File: src/rtl/serializer_if.sv
// Parallel-load / serial-out link between an upstream word source and the serializer.
// The master drives words and the bit-rate strobe; the slave returns the serial stream and status.
interface serializer_if #(
    parameter int bus_width = 8
);
    logic                 load_valid;
    logic [bus_width-1:0] p_data;
    logic                 shift_en;
    logic                 load_ready;
    logic                 s_data;
    logic                 s_valid;
    logic                 busy;
    logic                 done;

    modport master (
        output load_valid, p_data, shift_en,
        input  load_ready, s_data, s_valid, busy, done
    );

    modport slave (
        input  load_valid, p_data, shift_en,
        output load_ready, s_data, s_valid, busy, done
    );
endinterface

File: src/rtl/serializer.sv
// MSB-first parallel-to-serial converter: accepts a word in IDLE, emits one bit per shift_en
// cycle in SHIFT, and pulses done for one cycle after the last bit.
//
// state | meaning
// IDLE  | ready for a word; shift_en ignored
// SHIFT | frame in progress; one bit per cycle with shift_en=1
module serializer #(
    parameter int bus_width   = 8,
    parameter int counter_reg = $clog2(bus_width)
) (
    input  logic         clk_i,
    input  logic         rst_ni,
    serializer_if.slave  bus
);
    typedef enum logic {IDLE, SHIFT} state_t;

    localparam logic [counter_reg-1:0] LAST_BIT = counter_reg'(bus_width - 1);

    state_t                 state_q, state_d;
    logic [bus_width-1:0]   shift_q, shift_d;
    logic [counter_reg-1:0] cnt_q, cnt_d;
    logic                   done_q, done_d;
    logic                   bit_fire;

    assign bit_fire       = (state_q == SHIFT) && bus.shift_en;
    assign bus.s_valid    = bit_fire;
    assign bus.s_data     = shift_q[bus_width-1];
    assign bus.load_ready = (state_q == IDLE);
    assign bus.busy       = (state_q == SHIFT);
    assign bus.done       = done_q;

    always_ff @(posedge clk_i or negedge rst_ni) begin
        if (!rst_ni) begin
            state_q <= IDLE;
            shift_q <= '0;
            cnt_q   <= '0;
            done_q  <= 1'b0;
        end else begin
            state_q <= state_d;
            shift_q <= shift_d;
            cnt_q   <= cnt_d;
            done_q  <= done_d;
        end
    end

    always_comb begin
        state_d = state_q;
        shift_d = shift_q;
        cnt_d   = cnt_q;
        done_d  = 1'b0;
        case (state_q)
            IDLE: begin
                // a load wins over shift_en; no bit is consumed on the accept edge
                if (bus.load_valid) begin
                    shift_d = bus.p_data;
                    cnt_d   = '0;
                    state_d = SHIFT;
                end
            end
            SHIFT: begin
                if (bit_fire) begin
                    shift_d = {shift_q[bus_width-2:0], 1'b0};
                    if (cnt_q == LAST_BIT) begin
                        cnt_d   = '0;
                        state_d = IDLE;
                        done_d  = 1'b1;
                    end else begin
                        cnt_d = cnt_q + 1'b1;
                    end
                end
            end
            default: state_d = IDLE;
        endcase
    end
endmodule

File: src/flat_wrapper.sv
// flat-port wrapper written by rule: the top's interface ports become plain ports
module serializer_flat 
#(
    parameter int bus_width   = 8,
    parameter int counter_reg = $clog2(bus_width)
)
  (clk_i, rst_ni, bus_load_valid, bus_p_data, bus_shift_en, bus_load_ready, bus_s_data, bus_s_valid, bus_busy, bus_done);
  serializer_if #(.bus_width(bus_width)) bus_i ();
  input  logic clk_i;
  input  logic rst_ni;
  input wire logic [$bits(bus_i.load_valid)-1:0] bus_load_valid;
  input wire logic [$bits(bus_i.p_data)-1:0] bus_p_data;
  input wire logic [$bits(bus_i.shift_en)-1:0] bus_shift_en;
  output wire logic [$bits(bus_i.load_ready)-1:0] bus_load_ready;
  output wire logic [$bits(bus_i.s_data)-1:0] bus_s_data;
  output wire logic [$bits(bus_i.s_valid)-1:0] bus_s_valid;
  output wire logic [$bits(bus_i.busy)-1:0] bus_busy;
  output wire logic [$bits(bus_i.done)-1:0] bus_done;
  assign bus_i.load_valid = bus_load_valid;
  assign bus_i.p_data = bus_p_data;
  assign bus_i.shift_en = bus_shift_en;
  assign bus_load_ready = bus_i.load_ready;
  assign bus_s_data = bus_i.s_data;
  assign bus_s_valid = bus_i.s_valid;
  assign bus_busy = bus_i.busy;
  assign bus_done = bus_i.done;
  serializer #(.bus_width(bus_width), .counter_reg(counter_reg)) u_core (.clk_i(clk_i), .rst_ni(rst_ni), .bus(bus_i));
endmodule
File: config.mk
export PLATFORM = sky130hd
export DESIGN_NAME = serializer_flat
export DESIGN_NICKNAME = d
export VERILOG_FILES = /design/src/rtl/serializer_if.sv /design/src/rtl/serializer.sv /design/src/flat_wrapper.sv
export SDC_FILE = /design/constraint.sdc
export NUM_CORES = 1
export LEC_CHECK = 0
export ABC_CLOCK_PERIOD_IN_PS = 1900
export BUFFER_PORTS_ARGS = -buffer_cell sky130_fd_sc_hd__buf_2
export CAP_MARGIN = 15
export CORE_MARGIN = 3
export CORE_UTILIZATION = 45
export DETAILED_ROUTE_END_ITERATION = 8
export GPL_TIMING_DRIVEN = 0
export PLACE_DENSITY = 0.74
export RECOVER_POWER = 25
export SETUP_SLACK_MARGIN = 0.1
export SYNTH_ARGS = -nofsm -noshare
export SYNTH_HDL_FRONTEND = slang
export SYNTH_SLANG_ARGS = --single-unit
File: constraint.sdc
create_clock -name clk_i -period 1.9 [get_ports clk_i]
set_clock_uncertainty 0.05 [all_clocks]
set_input_delay 0.095 -clock clk_i [delete_from_list [all_inputs] [get_ports clk_i]]
set_output_delay 0.095 -clock clk_i [all_outputs]
set_load 0.005 [all_outputs]
Word-level counts from Yosys, hierarchy flattened
Index checks and enable logic that the tools add are counted.

Bitwise logic cells: 1. $add $sub $neg: 1. Reduce and logical (&&, ||, !) cells: 2. Eq/ne operators: 3. Multiplexer cells: 14.

Operators with widths (count): $mux 8 (2); $pmux 8 s2 (1); $mux 3 (3); $mux 1 (6); $pmux 3 s2 (1); $ne 2x2->1 const B (2); $add 3x1->3 const B (1); $eq 3x3->1 const B (1); $pmux 1 s2 (1); $reduce_and 2->1 (1); $logic_and 1x1->1 (1); $not 1->1 (1).

Logic and storage cells: 25. Input bits: 12. Register bits: 13. Output and inout bits: 5.

Logic depth before layout (Yosys ltp)
Depth after elaboration: 4. Gate-level depth with buffers: 4. Depth with buffers taken out: 4.

Worst setup path before layout
No wires, ideal clock.

Path kind: reg2reg. Start point: register u_core.cnt_q[0]. End point: register u_core.cnt_q[2]. Setup time: 0.123 ns. Clock period less this slack: 1.210 ns. Stages on the path, launching flop included: 5. Setup slack: 0.690 ns. Required time: 1.727 ns. Arrival time: 1.037 ns. Buffers on the path: 0. Cells stage by stage: dfrtp_1 -> ha_1 -> ha_1 -> mux2i_1 -> o2bb2ai_1.

Cells in the longest elaborated chain, start to end: 4. Elaborated cells between the ends (all ways): 5. Those cells by class: add/sub: 1; eq/ne: 1; mux: 3.

RTL lines: from (decl) (RTL line serializer.sv:21) `logic [counter_reg-1:0] cnt_q, cnt_d;`; from (signal assigned) (RTL line serializer.sv:41) `cnt_q <= cnt_d;`; $add 3x1->3 or $eq 3x3->1 (tied branches) (RTL line serializer.sv:68, serializer.sv:63); $mux 3 (*) (RTL line serializer.sv:63) `if (cnt_q == LAST_BIT) begin`; $mux 3 (*) (RTL line serializer.sv:61) `if (bit_fire) begin`; $pmux 3 s2 (*) (RTL line serializer.sv:51) `case (state_q)`.

Mark *: on every way between the ends. The rest lies on a longest branch, timed or not. The select of a mux whose other input is x is not followed. A chain may end at the register's enable or synchronous reset.

Worst setup path in the final report
Start point: register u_core.state_q (netlist: u_core.bus.busy). End point: output bus_s_valid.

Cells in the longest elaborated chain, start to end: 1.

RTL lines: from (decl) (RTL line serializer.sv:19) `state_t state_q, state_d;`; from (signal assigned) (RTL line serializer.sv:39) `state_q <= state_d;`; $logic_and 1x1->1 (RTL line serializer.sv:25) `assign bit_fire = (state_q == SHIFT) && bus.shift_en;`; to (decl) (RTL line flat_wrapper.sv:16) `output wire logic [$bits(bus_i.s_valid)-1:0] bus_s_valid;`.

No other way between the ends.

==> summary.md <==
| Metric | Value |
|---|---|
| Nets | 97 |
| Commonest cells after routing, fill and taps aside | mux2i_1 (21), buf_2 (15), dfrtp_1 (13) |
| First-pass iteration count of the detailed router | 2 |
| Worst-margin pin slew | 0.7210 ns |
| Multi-input gate area | 372.9 µm² |
| Async S/R FF share, synth | 1.000 |
| Layout cells sized above 1 | 0.2840 |
| Final ANT Viol Nets | 0 |
| Total GRT Usage | 0.1408 |
| IO Pins | 17 |
| Core Region | roughly 1500 µm² |
| Synth Flop Type | dfrtp_1 |
| DRC viols | 0 |
| Layout area overhead | 17.48% |
| Sequential fraction of the synthesis area | 0.4370 |
| Int Pwr | ~0.64 mW |
| RSZ-0062 raised after global routing | no |
| Flop pwr share | 0.477 |
| Mapped Cells | ~60 |
| Peak Freq | 702.9 MHz |
| Clk root buf | clkbuf_4 |
| Post-Synthesis Cell Area | 744.5 µm² |
| Vias per cell | between 5 and 6 |
| FF/Latch Area | 325.3 µm² |
| Comb power frac | 0.343 |
| Fin crit share | 0.7488 |
| Port bufs | 15 |
| Slew Limit Fails | 0 |
| Endpoints failing hold | 0 |
| Setup WS post-layout | around 0.48 ns |
| Final Setup Violations | 0 |
| Hpwl dp | ~920 µm |
| CTS sink cnt | 13 |
| EDFF count, synth | 0 |
| Maximum VDD drop | ~600 µV |
| Global-route wire length before repair | just over 2 mm |
| H-tree levels | 1 |
| Die area | 2179 µm² |
| Switching share of power | 0.3235 |
| Synth area leader | dfrtp_1 |
| Most common cell after layout, fill and taps aside | mux2i_1 |
| Gpl congestion | ~0.7 |
| Net count after synthesis | between 70 and 80 |
| Via count | 522 |
| Postcts setup bufs | 0 |
| Register bit total from synthesis | 13 |
| Die width | about 47 µm |
| GRT overflow | 0 |
| CP Data Arrival Time | about 1.3 ns |
| Setup TNS | 0 ns |
| Max Cap Viol | 0 |
| Clock network latency to the later pin of the worst-skew pair | between 0.2 and 0.3 ns |
| Power Density | 1080 nW/µm² |
| Fillers | ~140 |
| WS Path Type | flop to primary output |
| Hold Buf Count CTS | 1 |
| Initial Utilization | 0.4885 |
| Critical Path Source Type | flop |
| Synth top area share | 0.4370 |
| Net Sw Power | 0.3054 mW |
| # diodes | 0 |
| Synth Warn # | 0 |
| Place WS | 0.6213 ns |
| Longest Clk Path Bufs | 2 |
| Avg Inst Size Synth | around 12 µm² |
| Initial antenna violation count | 0 |
| Netlist cell types | 20 |
| Worst rel slew slack | 0.5193 |
| Min Tclk post-route | 1.423 ns |
| Endpoint type of the worst setup path | primary output |
| Lkg Pwr | approximately 0.51 nW |
| Hold Path Class | primary input to flop |
| CP required | roughly 1.8 ns |
| Die extent in y | between 40 and 50 µm |
| CTS tree | yes |
| CTS buffer count | 3 |
| Vias in the first global route | about 480 |
| Starting DRT DRC Count | 3 |
| Avg WL per Cell | approximately 13 µm |
| Top cells by area, synth | dfrtp_1 (44%), mux2i_1 (28%), ha_1 (5.0%) |
| Critical path peak fanout | 10 |
| Clk pwr share | 0.180 |
| Status | completed |
| Routed WL | about 1.3 mm |
| Post-CTS resize count | 0 |
| Site Rows | 14 |
| Worst-path clk slew | around 0.08 ns |
| Pin count of the biggest net entering global routing | 14 |
-- routing by layer --
metal | GRT usage | routed length, µm | part of all wire
met5 | 0 | 0 | 0
met3 | 0.03516 | 58 | 0.045
met1 | 0.1734 | 594 | 0.46
met4 | 0.08287 | 18 | 0.014
met2 | 0.2198 | 611 | 0.48
-- sequential cells by signal, indices dropped and copies added, names as in the netlist --
register and flops:
u_core.bus.busy 1, u_core.shift_q 8, u_core.bus.done 1, u_core.cnt_q 3
-- cell type report --
type	count	area share
inverter	1	0.004292
buffer	5	0.04864
clock buffer	4	0.03004
multi-input combinational	42	0.4263
timing repair buffer	16	0.09585
tap	16	0.02289
sequential	13	0.3720
-- final timing paths --
path                                                  to  depth (start not counted)  slack (ns)                          start
min reg2reg                u_core.shift_q[2]$_DFFE_PN0P_                          1        0.45  u_core.shift_q[2]$_DFFE_PN0P_
max                                          bus_s_valid                          4        0.48      u_core.bus.busy$_DFF_PN0_
min                          u_core.cnt_q[0]$_DFFE_PN0P_                          3        0.06                 bus_load_valid
max reg2reg                  u_core.cnt_q[2]$_DFFE_PN0P_                          4        0.62    u_core.cnt_q[0]$_DFFE_PN0P_
max in group asynchronous    u_core.cnt_q[1]$_DFFE_PN0P_                          2        1.01                         rst_ni
min in group asynchronous    u_core.cnt_q[0]$_DFFE_PN0P_                          2        0.33                         rst_ni
-- critical path, stage by stage, from the launching register on --
cell and delay [ns]:
dfrtp_1 0.41, buf_6 0.15, buf_4 0.18, and2_1 0.14, buf_2 0.12
-- cell usage after synthesis, types with 2 or more instances --
library cell	count
and3_1	2
or3b_1	2
buf_6	2
buf_4	2
nand3b_1	2
dfrtp_1	13
nor2_1	2
mux2i_1	21
ha_1	3
nand3_1	2
-- stage by stage --
| step | instance area [µm²] | util | cells | total power [mW] | hold WS (ns) |
|---|---|---|---|---|---|
| 6_report | 874.6 | 0.5739 | 97 | 0.9442 | 0.05857 |
| 3_3_place_gp | 839.6 | 0.5509 | 92 | 0.7672 | -0.05239 |
| 3_5_place_dp | 839.6 | 0.5509 | 92 | 0.7851 | -0.04436 |
| 2_1_floorplan | 744.5 | - | 61 | 0.6885 | -0.2506 |
| 5_1_grt | 874.6 | 0.5739 | 97 | 1.021 | 0.06545 |
| 4_1_cts | 875.8 | 0.5747 | 97 | 0.9627 | 0.05164 |
-- logic make-up after synthesis --
group,after synthesis,synth area share
multiplexers,21,0.2824
AND/OR/NAND/NOR,15,0.1361
flip-flops,13,0.4370
buffers and inverters,6,0.06217
AO/OA/AOI/OAI,3,0.03194
adder cells (fa/ha/maj),3,0.05043
-- power groups by stage --
| stage | clock, mW | sequential [mW] | combinational [mW] |
|---|---|---|---|
| after floorplan | 0 | 0.441 | 0.247 |
| after global placement | 0 | 0.452 | 0.315 |
| after detailed placement | 0 | 0.459 | 0.326 |
| after CTS | 0.179 | 0.452 | 0.331 |
| after global routing | 0.189 | 0.464 | 0.367 |
| final | 0.170 | 0.451 | 0.324 |
Note: power is estimated with default switching activity, not from simulation.
